--- src/rtl/right_flipper_mover.sv ---
// Right flipper tip animator: steps the tip between rest (35 deg down) and up (horizontal)
// once per video frame while following the flip key, and exports angle/motion flags.
module right_flipper_mover #(
    parameter int          Xc               = 455,
    parameter int          Yc               = 400,
    parameter int unsigned UP_STEP_FRAMES   = 1,
    parameter int unsigned DOWN_STEP_FRAMES = 2
) (
    input  logic               clk,
    input  logic               reset,
    input  logic               startOfFrame,
    input  logic               flipKey,
    output logic signed [10:0] X1,
    output logic signed [10:0] Y1,
    output logic [2:0]         angleStep,
    output logic               flipperRising,
    output logic               flipperUp
);

    localparam int unsigned CNT_W   = 4;
    localparam int unsigned STEP_W  = 3;
    localparam int unsigned COORD_W = 11;
    localparam logic [CNT_W-1:0]  UP_LAST   = CNT_W'(UP_STEP_FRAMES - 1);
    localparam logic [CNT_W-1:0]  DOWN_LAST = CNT_W'(DOWN_STEP_FRAMES - 1);
    localparam logic [STEP_W-1:0] STEP_MAX  = 3'd7;

    typedef enum logic [1:0] {
        ST_REST,
        ST_RISING,
        ST_HOLD,
        ST_FALLING
    } state_e;

    state_e              state_q, state_d;
    logic [STEP_W-1:0]   step_q, step_d;
    logic [CNT_W-1:0]    cnt_q, cnt_d;
    logic [COORD_W-1:0]  x1_q, x1_d, y1_q, y1_d;
    logic [STEP_W-1:0]   angle_q;
    logic                rising_q, up_q;

    // Tip offset ROM, 60 px lever
    function automatic logic [5:0] rom_dx(input logic [STEP_W-1:0] s);
        case (s)
            3'd0:    rom_dx = 6'd49;
            3'd1:    rom_dx = 6'd52;
            3'd2:    rom_dx = 6'd54;
            3'd3:    rom_dx = 6'd56;
            3'd4:    rom_dx = 6'd58;
            3'd5:    rom_dx = 6'd59;
            default: rom_dx = 6'd60;
        endcase
    endfunction

    function automatic logic [5:0] rom_dy(input logic [STEP_W-1:0] s);
        case (s)
            3'd0:    rom_dy = 6'd34;
            3'd1:    rom_dy = 6'd30;
            3'd2:    rom_dy = 6'd25;
            3'd3:    rom_dy = 6'd21;
            3'd4:    rom_dy = 6'd16;
            3'd5:    rom_dy = 6'd10;
            3'd6:    rom_dy = 6'd5;
            default: rom_dy = 6'd0;
        endcase
    endfunction

    // Next-state: everything advances only on the frame pulse
    always_comb begin
        state_d = state_q;
        step_d  = step_q;
        cnt_d   = cnt_q;
        if (startOfFrame) begin
            case (state_q)
                ST_REST: begin
                    if (flipKey) begin
                        state_d = ST_RISING;
                        cnt_d   = '0;
                    end
                end
                ST_RISING: begin
                    if (!flipKey) begin
                        state_d = ST_FALLING;
                        cnt_d   = '0;
                    end else if (cnt_q == UP_LAST) begin
                        cnt_d  = '0;
                        step_d = (step_q == STEP_MAX) ? STEP_MAX : step_q + 3'd1;
                        if (step_q >= 3'd6) state_d = ST_HOLD;
                    end else begin
                        cnt_d = cnt_q + 4'd1;
                    end
                end
                ST_HOLD: begin
                    if (!flipKey) begin
                        state_d = ST_FALLING;
                        cnt_d   = '0;
                    end
                end
                default: begin
                    if (flipKey) begin
                        state_d = ST_RISING;
                        cnt_d   = '0;
                    end else if (cnt_q == DOWN_LAST) begin
                        cnt_d  = '0;
                        step_d = (step_q == 3'd0) ? 3'd0 : step_q - 3'd1;
                        if (step_q <= 3'd1) state_d = ST_REST;
                    end else begin
                        cnt_d = cnt_q + 4'd1;
                    end
                end
            endcase
        end
        x1_d = COORD_W'(Xc - int'(rom_dx(step_q)));
        y1_d = COORD_W'(Yc + int'(rom_dy(step_q)));
    end

    always_ff @(posedge clk) begin
        if (reset) begin
            state_q  <= ST_REST;
            step_q   <= '0;
            cnt_q    <= '0;
            x1_q     <= COORD_W'(Xc - int'(rom_dx(3'd0)));
            y1_q     <= COORD_W'(Yc + int'(rom_dy(3'd0)));
            angle_q  <= '0;
            rising_q <= 1'b0;
            up_q     <= 1'b0;
        end else begin
            state_q  <= state_d;
            step_q   <= step_d;
            cnt_q    <= cnt_d;
            x1_q     <= x1_d;
            y1_q     <= y1_d;
            angle_q  <= step_q;
            rising_q <= (state_q == ST_RISING);
            up_q     <= (state_q == ST_HOLD);
        end
    end

    assign X1            = x1_q;
    assign Y1            = y1_q;
    assign angleStep     = angle_q;
    assign flipperRising = rising_q;
    assign flipperUp     = up_q;

endmodule
--- config.mk ---
export PLATFORM = sky130hd
export DESIGN_NAME = right_flipper_mover
export DESIGN_NICKNAME = d
export VERILOG_FILES = /design/src/rtl/right_flipper_mover.sv
export SDC_FILE = /design/constraint.sdc
export NUM_CORES = 1
export LEC_CHECK = 0
export BUFFER_PORTS_ARGS = -buffer_cell sky130_fd_sc_hd__buf_2
export CORE_MARGIN = 2
export CORE_UTILIZATION = 40
export CTS_CLUSTER_DIAMETER = 200
export CTS_CLUSTER_SIZE = 28
export DETAILED_ROUTE_END_ITERATION = 12
export GPL_TIMING_DRIVEN = 0
export SKIP_LAST_GASP = 1
export SLEW_MARGIN = 20
export SYNTH_ARGS = -nofsm -noshare
export SYNTH_HDL_FRONTEND = slang
export SYNTH_SLANG_ARGS = --single-unit
--- constraint.sdc ---
create_clock -name clk -period 2.16 [get_ports clk]
set_clock_uncertainty 0.1 [all_clocks]
set_input_delay 0.216 -clock clk [delete_from_list [all_inputs] [get_ports clk]]
set_output_delay 0.216 -clock clk [all_outputs]
set_load 0.005 [all_outputs]
==> qor.txt <==
Finished Core Util -> 47.81%
Area Growth Syn to Fin -> 14.90%
core area -> 0.003311 mm²
die height -> 62.69 µm
CTS Buffer Depth -> 2
vias in the first global route -> 1023
Pre-antenna DRT Iters -> 4
largest net degree at the start of global routing -> 14
status -> completed
area of the multi-input gates -> 743.2 µm²
Slowest cell on crit path -> dfxtp_1
leading area contributor after synthesis -> dfxtp_1
placed wire-length estimate -> 1903 µm
total power draw -> 0.0007913 W
cts hold-fix bufs -> 0
Max Cap Violations -> 0
Top cell by count, worst path -> ha_1
peak supply drop -> 0.1995 mV
initial antenna violation count -> 0
Final Max Slew Viols -> 0
Skew-Pair Late Insertion Delay -> 0.32 ns
worst hold margin -> 0.1585 ns
H-tree levels -> 1
I/O pins -> 31
first-pass GRT wire length -> 4395 µm
Post-Synthesis Cells -> 152
Arr. time, crit path -> 2.08 ns
Final Hold Viols -> 0
CP Capture Type -> flip-flop
Starting Density -> 41.61%
delay-heaviest family, CP -> adder cells
worst-path fanout max -> 6
antenna cells -> 0
# DRC -> 0
Setup Buffers After CTS -> 0
Vias -> 1071
Max Freq -> 0.5106 GHz
Port Buffer Count -> 19
CP Buf/Inv Count -> 1
Yosys cell types -> 41
P_leak -> 0.6941 nW
Placer Congestion -> 0.8070
PostCTS Resize Cnt -> 0
most common cell after layout, fill and taps aside -> dfxtp_1
P per Cell Area -> 499.9 mW/mm²
die width -> 62.69 µm
final WL -> 2429 µm
Seq/Total Area, Yosys -> 37.78%
CTS sink cnt -> 26
post-layout min period -> 1.958 ns
Syn Area/Cell -> 9.063 µm²
initial DRC count -> 32
yosys warns -> 0
CP startpoint kind -> flip-flop
kind of critical path -> reg2reg
share of layout cells above drive strength 1 -> 22.53%
#FFs+latches synth -> 26
Sum Neg Setup Slack -> 0 ns
CP Cell Sequence -> inv_1, ha_1, ha_1, nand3_1, nor4_4, a21oi_1, a311oi_1
CP peak stage delay -> 0.40 ns
Routed WL per cell -> 10.65 µm
min-delay worst type -> in2reg
commonest cells after routing, fill and taps aside -> dfxtp_1 (26), buf_2 (20), ha_1 (15)
final setup fails -> 0
fill count -> 352
clk slew on worst S/H paths -> 0.14 ns
FF+latch area -> 520.5 µm²
Placement Rows -> 21
Yosys top cell area share -> 37.78%
GR Overflow Total -> 0
Final nets -> 203
CTS tree -> built
CTS Buf Count -> 3
Crit path required time -> 2.28 ns
period utilization -> 90.66%
Vias per Instance -> 4.697
die area -> 0.003929 mm²
root buf cell -> clkbuf_4
unrepaired setup endpoints after global routing -> false
total routing usage reported by global routing -> 13.67%
Mapped Area -> 0.001378 mm²
top post-synthesis cells by area -> dfxtp_1 (38%), ha_1 (14%), buf_4 (6.0%)
Routed Antenna Nets -> 0
[per-stage QoR]
stage	instances	cell area, µm²	setup WS [ns]
floorplan	160	1408	0.4558
detailed placement	225	1560	0.2555
global placement	225	1560	0.2780
global route	228	1583	0.08084
CTS	228	1583	0.1974
finish	228	1583	0.2017
[worst paths after layout]
path | to | slack, ns | cells after the start | from
worst max-delay path | step_q[0]$_SDFFE_PP0P_ | 0.20 | 7 | state_q[1]$_SDFFE_PP0P_
worst min-delay path | flipperUp$_SDFF_PP0_ | 0.16 | 2 | reset
worst max register to register | step_q[0]$_SDFFE_PP0P_ | 0.20 | 7 | state_q[1]$_SDFFE_PP0P_
worst min register to register | state_q[1]$_SDFFE_PP0P_ | 0.42 | 2 | state_q[1]$_SDFFE_PP0P_
[layer usage]
metal  part of all wire (%)  track usage (%)  vias up
met5                      0                0        -
met4                    1.2            5.000        0
met3                    4.2            2.883        4
met2                     49            23.79       23
met1                     46            16.54      482
li1                       -                -      562
[final cells by class]
class	count	share of cell area (%)
Timing Repair Buffer	19	6.008
Sequential cell	26	32.89
Inverter	13	3.083
Clock buffer	3	1.423
Buffer	14	6.008
Multi-Input combinational cell	107	46.96
Tap cell	46	3.636
[power breakdown]
group / switching, W / internal, W / total (W)
clock: 0.000136 / 0.0000652 / 0.000202
sequential: 0.00000526 / 0.000486 / 0.000492
combinational: 0.0000535 / 0.0000446 / 0.0000981
[Yosys cell counts (all sizes together)]
cell type / instances
o21ai: 2
conb: 2
inv: 12
nor4: 1
nor2: 14
nor3b: 1
a211o: 2
a31o: 1
ha: 15
o21bai: 1
o22ai: 1
a221o: 1
nor4b: 1
or4: 1
clkinv: 1
and2: 2
and3: 1
nor2b: 3
or2: 3
a311oi: 1
nand2b: 2
nand3: 3
o31ai: 2
xor2: 2
a21oi: 9
nand4: 2
a41oi: 1
a21o: 2
a211oi: 5
a221oi: 1
clkbuf: 2
a2111o: 1
nand2: 11
mux2i: 3
buf: 12
dfxtp: 26
a222oi: 1
or3: 1
[registers in the layout, summed over array words and instances (netlist names)]
name	count
angleStep	3
Y1	7
flipperRising	1
flipperUp	1
X1	5
state_q	2
step_q	3
cnt_q	4
[worst reg2reg max path: stages (launching register included)]
cell	delay, ns
dfxtp_1	0.40
inv_1	0.08
ha_1	0.20
ha_1	0.27
nand3_1	0.12
nor4_4	0.29
a21oi_1	0.11
a311oi_1	0.28
[cells by family (layout without fill, tap and decap cells)]
logic type	Yosys count	in the layout	share of synthesized area [%]
compound gates	31	31	15.99
xor+xnor	2	2	1.272
fa+ha+maj	15	15	13.62
buf+inv	27	49	10.44
flops	26	26	37.78
mux	3	3	2.180
other cells	2	10	0.5452
simple gates	46	46	18.17
Note: power is estimated with default switching activity, not from simulation.
